<file path="src/rtl/tohost_mon_pkg.sv">
// rtl/tohost_mon_pkg.sv - shared types and constants for the tohost status monitor
package tohost_mon_pkg;

    typedef enum logic [1:0] {
        RUN  = 2'd0,
        PASS = 2'd1,
        FAIL = 2'd2
    } state_e;

    typedef enum logic [1:0] {
        R_NONE    = 2'd0,
        R_EXIT    = 2'd1,
        R_TIMEOUT = 2'd2,
        R_STALL   = 2'd3
    } reason_e;

    localparam int unsigned TOHOST_EXIT_BIT = 0;
    localparam int unsigned CON_BYTE_W      = 8;

endpackage

</file>
<file path="src/rtl/tohost_mon_fifo.sv">
// rtl/tohost_mon_fifo.sv - synchronous console byte FIFO, wrap-bit pointers
module tohost_mon_fifo #(
    parameter int unsigned DEPTH = 4,
    parameter int unsigned WIDTH = 8
) (
    input  logic             core_clock,
    input  logic             reset,
    input  logic             push_valid_i,
    input  logic [WIDTH-1:0] push_data_i,
    output logic             full_o,
    output logic             empty_o,
    input  logic             pop_ready_i,
    output logic             pop_valid_o,
    output logic [WIDTH-1:0] pop_data_o
);

    localparam int unsigned AW = $clog2(DEPTH);

    logic [WIDTH-1:0] mem_q [DEPTH];
    logic [AW:0]      wr_ptr_q, wr_ptr_d;
    logic [AW:0]      rd_ptr_q, rd_ptr_d;
    logic             do_push, do_pop;

    // Same index with differing wrap bits means the writer has lapped the reader.
    assign empty_o = (wr_ptr_q == rd_ptr_q);
    assign full_o  = (wr_ptr_q[AW] != rd_ptr_q[AW]) &&
                     (wr_ptr_q[AW-1:0] == rd_ptr_q[AW-1:0]);

    assign do_push     = push_valid_i && !full_o;
    assign do_pop      = pop_ready_i && !empty_o;
    assign pop_valid_o = !empty_o;
    assign pop_data_o  = mem_q[rd_ptr_q[AW-1:0]];

    always_comb begin
        wr_ptr_d = wr_ptr_q;
        rd_ptr_d = rd_ptr_q;
        if (do_push) wr_ptr_d = wr_ptr_q + 1'b1;
        if (do_pop)  rd_ptr_d = rd_ptr_q + 1'b1;
    end

    always_ff @(posedge core_clock) begin
        if (!reset) begin
            wr_ptr_q <= '0;
            rd_ptr_q <= '0;
        end else begin
            wr_ptr_q <= wr_ptr_d;
            rd_ptr_q <= rd_ptr_d;
        end
    end

    always_ff @(posedge core_clock) begin
        if (do_push) mem_q[wr_ptr_q[AW-1:0]] <= push_data_i;
    end

endmodule

</file>
<file path="src/rtl/tohost_status_monitor.sv">
// rtl/tohost_status_monitor.sv - tohost decode, console FIFO, watchdog and sticky verdict (stall watchdog: TOHOST_MON_STALL_EN)
module tohost_status_monitor
    import tohost_mon_pkg::*;
#(
    parameter int unsigned FIFO_DEPTH   = 4,
    parameter int unsigned CODE_W       = 32,
    parameter int unsigned STALL_CYCLES = 1000000
) (
    input  logic              core_clock,
    input  logic              reset,
    input  logic              tohost_valid,
    output logic              tohost_ready,
    input  logic [63:0]       tohost_data,
    input  logic [63:0]       max_cycles,
    output logic              con_valid,
    input  logic              con_ready,
    output logic [7:0]        con_data,
    output logic              success,
    output logic              failure,
    output logic [CODE_W-1:0] exit_code,
    output logic [1:0]        reason,
    output logic [63:0]       cycle_count
);

    state_e              state_q, state_d;
    reason_e             reason_q, reason_d;
    logic [CODE_W-1:0]   code_q, code_d;
    logic [63:0]         count_q, count_d;

    logic                fifo_full, fifo_empty;
    logic                is_exit, in_run, accept, push;
    logic                timeout_hit, stall_hit;
    logic [CODE_W-1:0]   word_code;
    logic                unused_data_bits;

    assign unused_data_bits = ^tohost_data;

    assign is_exit   = tohost_data[TOHOST_EXIT_BIT];
    assign word_code = tohost_data[CODE_W:1];
    assign in_run    = (state_q == RUN);

    // Exit waits for an empty console path so every byte is printed before the verdict.
    assign tohost_ready = reset && in_run &&
                          (is_exit ? (fifo_empty && !con_valid) : !fifo_full);
    assign accept = tohost_valid && tohost_ready;
    assign push   = accept && !is_exit;

    assign timeout_hit = (max_cycles != 64'd0) && (count_q == max_cycles);

    tohost_mon_fifo #(
        .DEPTH (FIFO_DEPTH),
        .WIDTH (CON_BYTE_W)
    ) u_fifo (
        .core_clock   (core_clock),
        .reset        (reset),
        .push_valid_i (push),
        .push_data_i  (tohost_data[CON_BYTE_W-1:0]),
        .full_o       (fifo_full),
        .empty_o      (fifo_empty),
        .pop_ready_i  (con_ready),
        .pop_valid_o  (con_valid),
        .pop_data_o   (con_data)
    );

`ifdef TOHOST_MON_STALL_EN
    logic [31:0] idle_q, idle_d;

    always_comb begin
        idle_d = idle_q;
        if (in_run) idle_d = accept ? 32'd0 : idle_q + 32'd1;
    end

    always_ff @(posedge core_clock) begin
        if (!reset) idle_q <= 32'd0;
        else        idle_q <= idle_d;
    end

    assign stall_hit = !accept && (idle_q == 32'(STALL_CYCLES));
`else
    localparam int unsigned unused_stall_cycles = STALL_CYCLES;
    assign stall_hit = 1'b0;
`endif

    // Priority: exit handshake, then timeout, then stall.
    always_comb begin
        state_d  = state_q;
        reason_d = reason_q;
        code_d   = code_q;
        if (in_run) begin
            if (accept && is_exit) begin
                if (word_code == '0) begin
                    state_d = PASS;
                end else begin
                    state_d  = FAIL;
                    reason_d = R_EXIT;
                    code_d   = word_code;
                end
            end else if (timeout_hit) begin
                state_d  = FAIL;
                reason_d = R_TIMEOUT;
            end else if (stall_hit) begin
                state_d  = FAIL;
                reason_d = R_STALL;
            end
        end
    end

    // The cycle that leaves RUN does not count, so a timeout freezes at max_cycles.
    always_comb begin
        count_d = count_q;
        if (in_run && (state_d == RUN) && (count_q != '1)) count_d = count_q + 64'd1;
    end

    always_ff @(posedge core_clock) begin
        if (!reset) begin
            state_q  <= RUN;
            reason_q <= R_NONE;
            code_q   <= '0;
            count_q  <= 64'd0;
        end else begin
            state_q  <= state_d;
            reason_q <= reason_d;
            code_q   <= code_d;
            count_q  <= count_d;
        end
    end

    assign success     = (state_q == PASS);
    assign failure     = (state_q == FAIL);
    assign exit_code   = code_q;
    assign reason      = reason_q;
    assign cycle_count = count_q;

endmodule
</file>
<file path="config.mk">
export PLATFORM = sky130hd
export DESIGN_NAME = tohost_status_monitor
export DESIGN_NICKNAME = d
export VERILOG_FILES = /design/src/rtl/tohost_mon_pkg.sv /design/src/rtl/tohost_mon_fifo.sv /design/src/rtl/tohost_status_monitor.sv
export SDC_FILE = /design/constraint.sdc
export NUM_CORES = 1
export LEC_CHECK = 0
export CORE_MARGIN = 5
export CORE_UTILIZATION = 47
export CTS_CLUSTER_SIZE = 10
export DETAILED_ROUTE_END_ITERATION = 10
export GPL_ROUTABILITY_DRIVEN = 1
export PLACE_DENSITY_LB_ADDON = 0.12
export REMOVE_ABC_BUFFERS = 1
export SLEW_MARGIN = 5
export SYNTH_ARGS = -nofsm -noshare
export SYNTH_HDL_FRONTEND = slang
export SYNTH_HIERARCHICAL = 1
export SYNTH_SLANG_ARGS = --single-unit
</file>
<file path="constraint.sdc">
create_clock -name core_clock -period 3.9 [get_ports core_clock]
set_input_delay 0.585 -clock core_clock [delete_from_list [all_inputs] [get_ports core_clock]]
set_output_delay 0.585 -clock core_clock [all_outputs]
set_load 0.05 [all_outputs]
</file>
==> impl_metrics.csv <==
group,metric,value,unit
route,dr.pass1.iters,5,
placement,placed_cells,1213,
route,num_vias,7448,
grt,antenna_found_initial,1,
die,fp.dieH,138,microns
setup_path,path_buf_inv,1,
timing,max_slew_margin,0.570,
clock_network,htree_num_levels,4,
grt,grtUsageTotal,0.252,
timing,setup_ws,510,ps
synthesis,yosys.cell_types.count,61,
pwr,leakagePower,3.76,nW
placement,dp.final_hpwl,18800,microns
timing,finalSetupViolCount,0,
route,via_per_inst,5.98,
synthesis,yosys_warnings,6,
synthesis,yosysMostFrequentCell,"dfxtp_1",
clock_network,cts_tree,"yes",
placement,place_ws,508,ps
timing,period_share,0.869,
synthesis,synthesis.instances,819,
finish,finalNetCount,1150,
synthesis,ys_ff_latch,140,
clock_network,post_cts_resize_count,0,
timing,setup_tns,0,ps
setup_path,worst_path_dominant_cell_family,"buffers and inverters",
setup_path,start_kind,"register",
setup_path,critPathLaunch,"u_fifo/wr_ptr_q[0]$_SDFFE_PN0P_",
setup_path,crit_required,3310,ps
grt,grt_max_degree,49,
finish,instances_no_fill,1245,
synthesis,synth_edf_count,32,
die,fp.dieW,138,microns
synthesis,synthesis.area,7740,sq um
timing,max_freq,295,MHz
timing,hold_viol,0,
finish,n_antenna_cell,0,
clock_network,ctsHoldBuffers,0,
die,start_util,0.473,
placement,port_buffers,210,
grt,grt_pass1_wl,39100,microns
route,wl_per_cell,19.9,microns
synthesis,yosysSeqAreaShare,0.403,
min_path,hp-class,"register to register",
clock_network,cts_buffers,17,
setup_path,crit_type,"register to output pin",
grt,top_usage_layer,"met2",
timing,rsz0062_at_grt,"false",
route,totalWireLength,24700,microns
setup_path,critPathMaxStageDelay,800,ps
finish,fin_area,10600,sq um
timing,maxSlewViolCount,0,
grt,grt_use_met2,0.404,
timing,tightest_slew,645,ps
timing,finalClockSkew,15.6,ps
min_path,hp-start,"reason[0]$_SDFFE_PN0P_",
clock_network,clk_latency,420,ps
setup_path,cp_slowest_cell,"clkdlybuf4s50_1",
route,ant_nets,0,
clock_network,clkSinkCount,140,
timing,timing.hold.ws,470,ps
die,rows,47,
synthesis,avgSynthCellArea,9.45,sq um
clock_network,postCtsSetupBuffers,0,
pwr,finalPower,4.21,mW
pwr,p_per_area,398,nW/um^2
setup_path,cp-end-kind,"output pin",
clock_network,cts_root_buffer,"clkbuf_16",
synthesis,netlist_top_cells_count,"dfxtp_1 (108), nand4_1 (52), nor2_1 (51)",
synthesis,synth_flop_cell,"dfxtp_1",
flow_run,max_cap_viol_count,0,
pwr,peakVddDrop,0.349,mV
synthesis,synth_top_area_cell,"dfxtp_1",
finish,fillers,1441,
setup_path,arrival,2810,ps
route,drtIter0Drc,406,
finish,utilization,0.648,
outcome,outcome,"completed",
placement,routabilityCongestion,0.943,
die,io_pins,242,
timing,period_needed,3390,ps
die,core_area,16300,sq um
grt,overflow,0,
grt,grt_util_met1,0.325,
synthesis,synth_top_area_frac,0.279,
synthesis,synth_area_leaders,"dfxtp_1 (28%), edfxtp_1 (12%), mux2i_1 (5.8%)",
setup_path,crit_fanout,8,
route,drcViolationCount,0,
die,die_area,19100,sq um
finish,drive_gt1_frac,0.0741,
synthesis,async_flop_share,0,
setup_path,r2r_start,"u_fifo/wr_ptr_q[0]$_SDFFE_PN0P_",
clock_network,clk_pin_slew,60,ps
placement,placed_cell_area,9980,sq um
grt,grt_pass1_vias,7176,
clock_network,clk_path_buf_depth,2,
setup_path,crit_chain,"xnor2_1, nand2_1, nor2_1, nand3b_1, o21ai_0, and3_1, clkdlybuf4s50_1",
finish,area_growth,36.8,%
grt,grt_use_met3,0.0715,
logic make-up after synthesis:
family | share of synthesized area
and+or+nand+nor | 0.274
adders and majority gates | 0.00970
AOI/OAI and AO/OA | 0.116
DFF | 0.403
xor gates and xnor gates | 0.0668
muxes | 0.0815
buffers and inverters | 0.0485
metal layers:
layer  routed length (microns)  up-vias
met2                     11300      385
met4                       824        2
li1                          -     3535
met5                        13        -
met1                     10500     3471
met3                      2070       55
worst register-to-register path, stage by stage, from the launching register on:
cell and delay [ps]:
dfxtp_1 480, xor2_1 460, nor2_1 130, nand2_1 100, and4b_1 270, a211o_1 580, or4_1 630, or4_1 420
a21oi_1 160
final timing paths:
check / depth (start not counted) / slack, ps / end
setup / recovery: 7 / 510 / tohost_ready
hold / removal: 2 / 470 / reason[0]$_SDFFE_PN0P_
setup reg to reg: 8 / 610 / cycle_count[40]$_SDFFE_PN0P_
hold reg to reg: 2 / 470 / reason[0]$_SDFFE_PN0P_
cells in the final DEF (no fill, tap or decap), types with 14 or more instances in the layout:
cell type,instances
inv_1,17
or3_1,17
nor2_1,51
dfxtp_1,108
or4_1,28
nand2b_1,27
o31ai_1,22
nor4_1,41
nand2_1,36
and3_1,16
mux2i_1,45
xnor2_1,41
clkbuf_16,18
nand4_1,52
a21oi_1,41
edfxtp_1,32
clkdlybuf4s50_1,209
o21ai_0,14
buf_4,15
xor2_1,18
nand3_1,30
registers in the layout, indices dropped and copies added (netlist names), named ones only:
register         cells
exit_code           32
u_fifo/rd_ptr_q      3
cycle_count         64
state_q              2
u_fifo/wr_ptr_q      3
reason               2
u_fifo/mem_q        32
power breakdown:
part	total, mW	internal [mW]	switching (mW)
combinational	0.942	0.381	0.561
sequential	1.61	1.54	0.0676
clock	1.66	1.02	0.641
total	4.21	2.94	1.27
cell type report:
type / instances / area (sq um) / area share
inverters: 18 / 67.6 / 0.00638
repair buffers: 227 / 2250 / 0.213
multi-input cells: 608 / 4260 / 0.402
clock buffers: 21 / 482 / 0.0455
well taps: 220 / 275 / 0.0260
flip-flops and latches: 140 / 3120 / 0.295
clock inverters: 11 / 129 / 0.0122
(Power assumes the default switching activity.)
